### src/rtl/regfile_write_arbiter.sv
// Shared write port for the register file, with a busy scoreboard.
// Define RF_WR_ARB_RR_EN for round-robin arbitration; fixed A-first otherwise.
module regfile_write_arbiter #(
  parameter int DATA_W = 16,
  parameter int ADDR_W = 2,
  localparam int NREG = 2 ** ADDR_W
) (
  input  logic              clk,
  input  logic              reset,
  input  logic              a_valid,
  output logic              a_ready,
  input  logic [ADDR_W-1:0] a_addr,
  input  logic [DATA_W-1:0] a_data,
  input  logic              b_valid,
  output logic              b_ready,
  input  logic [ADDR_W-1:0] b_addr,
  input  logic [DATA_W-1:0] b_data,
  input  logic              iss_valid,
  input  logic [ADDR_W-1:0] iss_rd,
  input  logic              chk_en,
  input  logic [ADDR_W-1:0] chk_rs1,
  input  logic [ADDR_W-1:0] chk_rs2,
  input  logic [ADDR_W-1:0] chk_rd,
  output logic              hazard,
  output logic              rf_we,
  output logic [ADDR_W-1:0] rf_wr_addr,
  output logic [DATA_W-1:0] rf_wr_data,
  output logic [NREG-1:0]   busy
);

  logic              grant_a;
  logic              grant_b;
  logic              xfer;
  logic [ADDR_W-1:0] wr_addr;
  logic [DATA_W-1:0] wr_data;
  logic [NREG-1:0]   busy_d;

`ifdef RF_WR_ARB_RR_EN
  logic last_b;

  // Grant goes to whichever side did not win last when both ask.
  always_comb begin
    grant_a = a_valid & (~b_valid | last_b);
    grant_b = b_valid & ~grant_a;
  end

  // Remember the last winner; reset as if B won so A goes first.
  always_ff @(posedge clk or posedge reset) begin
    if (reset) begin
      last_b <= 1'b1;
    end else if (xfer) begin
      last_b <= grant_b;
    end
  end
`else
  // A always wins; B only gets the port when A is idle.
  always_comb begin
    grant_a = a_valid;
    grant_b = b_valid & ~a_valid;
  end
`endif

  assign a_ready = grant_a;
  assign b_ready = grant_b;
  assign xfer    = grant_a | grant_b;

  // Select the winning requester's address and data.
  always_comb begin
    wr_addr = '0;
    wr_data = '0;
    unique case (1'b1)
      grant_a: begin
        wr_addr = a_addr;
        wr_data = a_data;
      end
      grant_b: begin
        wr_addr = b_addr;
        wr_data = b_data;
      end
      default: ;
    endcase
  end

  // Clear on write, then set on issue so a same-edge issue keeps it busy.
  always_comb begin
    busy_d = busy;
    if (xfer) begin
      busy_d[wr_addr] = 1'b0;
    end
    if (iss_valid) begin
      busy_d[iss_rd] = 1'b1;
    end
  end

  // Register the write port; address and data hold while idle.
  always_ff @(posedge clk or posedge reset) begin
    if (reset) begin
      rf_we      <= 1'b0;
      rf_wr_addr <= '0;
      rf_wr_data <= '0;
    end else begin
      rf_we <= xfer;
      if (xfer) begin
        rf_wr_addr <= wr_addr;
        rf_wr_data <= wr_data;
      end
    end
  end

  // Scoreboard state.
  always_ff @(posedge clk or posedge reset) begin
    if (reset) begin
      busy <= '0;
    end else begin
      busy <= busy_d;
    end
  end

  assign hazard = chk_en &
                  (busy[chk_rs1] | busy[chk_rs2] | busy[chk_rd]);

endmodule

### config.mk
export PLATFORM = sky130hd
export DESIGN_NAME = regfile_write_arbiter
export DESIGN_NICKNAME = d
export VERILOG_FILES = /design/src/rtl/regfile_write_arbiter.sv
export SDC_FILE = /design/constraint.sdc
export NUM_CORES = 1
export LEC_CHECK = 0
export BUFFER_PORTS_ARGS = -buffer_cell sky130_fd_sc_hd__buf_2
export CORE_MARGIN = 1.5
export CORE_UTILIZATION = 43
export CTS_BUF_LIST = sky130_fd_sc_hd__clkbuf_4
export CTS_CLUSTER_DIAMETER = 40
export DETAILED_ROUTE_END_ITERATION = 12
export GPL_ROUTABILITY_DRIVEN = 1
export GPL_TIMING_DRIVEN = 0
export PLACE_DENSITY = 0.82
export SETUP_SLACK_MARGIN = 0.2
export SLEW_MARGIN = 5
export SYNTH_ARGS = -nofsm -noshare
export SYNTH_HDL_FRONTEND = slang
export SYNTH_SLANG_ARGS = --single-unit
### constraint.sdc
create_clock -name clk -period 1.6 [get_ports clk]
set_input_delay 0.08 -clock clk [delete_from_list [all_inputs] [get_ports clk]]
set_output_delay 0.08 -clock clk [all_outputs]
set_load 0.05 [all_outputs]
==> flow_metrics.py <==
metrics = {
    "critical_path": {
        "worstSetupEndpointType": "output pin",
        "arrival_ns": 1.74,
        "crit_required_ns": 1.52,
        "cp_max_fo": 5,
        "crit_path_start_kind": "register",
        "reg2reg_setup_slack_ns": 0.72,
        "rr_endpoint": "busy[3]$_DFF_PP0_",
        "timing.rr.start": "busy[3]$_DFF_PP0_",
        "worstRegToRegCells": 2,
        "path_class": "reg2out",
    },
    "synthesis": {
        "syn_area_mm2": 0.001140,
        "syn_nets": 152,
        "ys_seq_elements": 23,
        "ys_types": 21,
        "yosysSeqAreaShare": 0.5049,
        "synth_cells": 102,
        "ys_warn_count": 0,
        "syn_avg_cell_area_um2": 11.17,
    },
    "global_routing": {
        "grt_pass1_vias": 1132,
        "grt_pass1_wl_mm": 4.871,
        "met3_usage": 0.03005,
        "grt_most_used_layer": "met2",
        "use_met1": 0.2711,
        "grt_max_degree": 24,
        "antenna_found_initial": 0,
        "overflow": 0,
        "grt_use_total": 0.2308,
        "use_met2": 0.4257,
    },
    "clock_tree": {
        "htree_levels": 1,
        "clock_sinks": 23,
        "clk_pin_slew_ns": 0.13,
        "clock-root-buffer": "clkbuf_4",
        "insertion_delay_ns": 0.30,
        "cts_made_buffers": 3,
        "cts.path.max_buffers": 2,
        "cts_tree": "yes",
    },
    "timing": {
        "fin_crit_ns": 1.823,
        "tns_ns": -0.2228,
        "hold_viol": 0,
        "fmax_mhz": 548.6,
        "finalSetupViolCount": 1,
        "timing.slew.headroom": 0.4341,
        "fin_ws_ns": -0.2228,
        "slew_violations": 0,
        "tightest_slew_ns": 0.8479,
        "finClkSkew_ns": 0,
        "holdWs_ns": 0.003540,
        "rsz0062_at_grt": "yes",
        "fin_crit_sh": 1.139,
    },
    "floorplan": {
        "core_mm2": 0.002500,
        "rows": 18,
        "fp.dieArea_mm2": 0.002969,
        "ios": 76,
        "dieHeight_um": 54.49,
        "start_util": 0.4560,
        "die_w_um": 54.49,
    },
    "final_layout": {
        "fillers": 185,
        "final_core_util": 0.7112,
        "area.sequential_um2": 580.6,
        "fin_cells": 228,
        "drive_gt1_frac": 0.4747,
        "area_growth_pct": 55.98,
        "diodes": 0,
        "finish.net_count": 249,
        "multi_input_area_um2": 511.7,
    },
    "detailed_routing": {
        "routedWlPerCell_um": 14.64,
        "vias": 1145,
        "drt_wl_total_mm": 3.337,
        "drcViolationCount": 0,
        "routed_via_density": 5.022,
        "drtIter0Drc": 23,
        "ant_nets": 0,
        "first_pass_iters": 4,
    },
    "flow_run": {
        "cap_viol_max_count": 0,
    },
    "place": {
        "dp_cells": 205,
        "numPortBuffers": 73,
        "dp_hpwl_mm": 2.274,
        "routabilityCongestion": 0.7570,
    },
    "power": {
        "combPwrFrac": 0.387,
        "p_int_w": 0.0009540,
        "seqPwrFrac": 0.441,
        "p_clk_frac": 0.172,
        "powerDensity_mw_per_mm2": 875.4,
        "vdd_drop_max_mv": 0.6260,
        "swShare": 0.3871,
        "power_switching_w": 0.0006024,
        "p_total_w": 0.001556,
        "leakagePower_nw": 0.9376,
    },
    "status": {
        "violations": "negative setup slack",
        "status": "finished with violations",
    },
    "min_path": {
        "whs_path_depth": 3,
        "min_from": "a_data[4]",
        "hp-class": "in2reg",
        "whs_endpoint": "rf_wr_data[4]$_DFFE_PP0P_",
    },
}
## worst max-delay path: stages, from the launching register on
cell	delay, ns
dfrtp_2	0.45
mux4_2	0.48
o31a_4	0.36
buf_6	0.15
## worst max path at each step
stage          cells after the start  slack (ns)     end              start
6_report                           3       -0.22  hazard  busy[3]$_DFF_PP0_
5_1_grt                            3       -0.27  hazard  busy[3]$_DFF_PP0_
4_1_cts                            3       -0.23  hazard  busy[3]$_DFF_PP0_
3_5_place_dp                       3        0.07  hazard  busy[3]$_DFF_PP0_
2_1_floorplan                      2        0.07  hazard  busy[3]$_DFF_PP0_
3_3_place_gp                       3        0.09  hazard  busy[3]$_DFF_PP0_
## timing repair
action	4_1_cts	5_1_grt
setup buffers	1	0
hold buffers	17	1
setup endpoints to repair	1	1
gates resized for setup	2	0
hold endpoints to repair	39	1
## logic make-up (layout without fill, tap and decap cells)
| family | count (synthesis) | in the layout | share of synthesized area |
|---|---|---|---|
| AND/OR/NAND/NOR | 23 | 23 | 0.09440 |
| multiplexers | 19 | 19 | 0.1998 |
| buffers and inverters | 12 | 108 | 0.05378 |
| AO/OA/AOI/OAI | 25 | 25 | 0.1471 |
| flip-flops | 23 | 23 | 0.5049 |
## cells in the mapped netlist (all sizes together)
master,number,area (µm²)
dfrtp,23,575.6
nand2,19,71.32
o21ai,17,85.08
mux2i,16,160.2
inv,5,18.77
buf,4,31.27
clkbuf,3,11.26
mux4,3,67.56
a32o,2,20.02
a21o,1,7.510
a22o,1,17.52
a22oi,1,12.51
nand2b,1,6.260
nor2,1,3.750
nor2b,1,13.76
nor3b,1,12.51
o31a,1,8.760
o31ai,1,7.510
o32ai,1,8.760
## sequential cells by signal, indices dropped and copies added (netlist names)
register and cells:
rf_wr_data 16, rf_wr_addr 2, busy 4, rf_we 1
## power by group through the flow
stage          clock, W  sequential (W)  combinational (W)
6_report       0.000268        0.000687           0.000602
4_1_cts        0.000275        0.000686           0.000598
3_5_place_dp          0        0.000697           0.000553
5_1_grt        0.000298        0.000695           0.000638
2_1_floorplan         0        0.000904           0.000180
3_3_place_gp          0        0.000691           0.000542
## cell usage in the layout (no fill, tap or decap)
| cell | instances |
|---|---|
| nor3b_2 | 1 |
| o31a_4 | 1 |
| mux2i_1 | 16 |
| inv_1 | 5 |
| mux4_2 | 3 |
| nand2b_1 | 1 |
| a22o_4 | 1 |
| nand2_1 | 19 |
| a32o_1 | 2 |
| clkbuf_4 | 3 |
| o31ai_1 | 1 |
| buf_4 | 3 |
| nor2b_4 | 1 |
| dfrtp_1 | 19 |
| o32ai_1 | 1 |
| a22oi_2 | 1 |
| buf_6 | 2 |
| a21o_1 | 1 |
| buf_2 | 73 |
| dfrtp_2 | 4 |
| clkinv_2 | 1 |
| o21ai_0 | 17 |
| nor2_1 | 1 |
| clkbuf_1 | 3 |
| dlygate4sd3_1 | 18 |
## routing by layer
| metal | vias to the layer above | share of wire |
|---|---|---|
| met5 | - | 0 |
| met4 | 0 | 0.019 |
| met3 | 8 | 0.027 |
| met2 | 32 | 0.58 |
| met1 | 555 | 0.37 |
| li1 | 550 | - |
## area by class of cell
cell class                      instances  area share
Multi-Input combinational cell         67      0.2878
Timing Repair Buffer                   92      0.3146
Sequential cell                        23      0.3265
Clock buffer                            3     0.01267
Inverter                                5     0.01056
Clock inverter                          1    0.002815
Tap cell                               30     0.02111
Buffer                                  7     0.02393
## through the flow
| step | cell area [µm²] | setup WS, ns |
|---|---|---|
| floorplan | 1154 | 0.07445 |
| global placement | 1556 | 0.09002 |
| detailed placement | 1556 | 0.07063 |
| CTS | 1768 | -0.2271 |
| global route | 1778 | -0.2681 |
| finish | 1778 | -0.2228 |
Power figures use the tool's default switching activity.
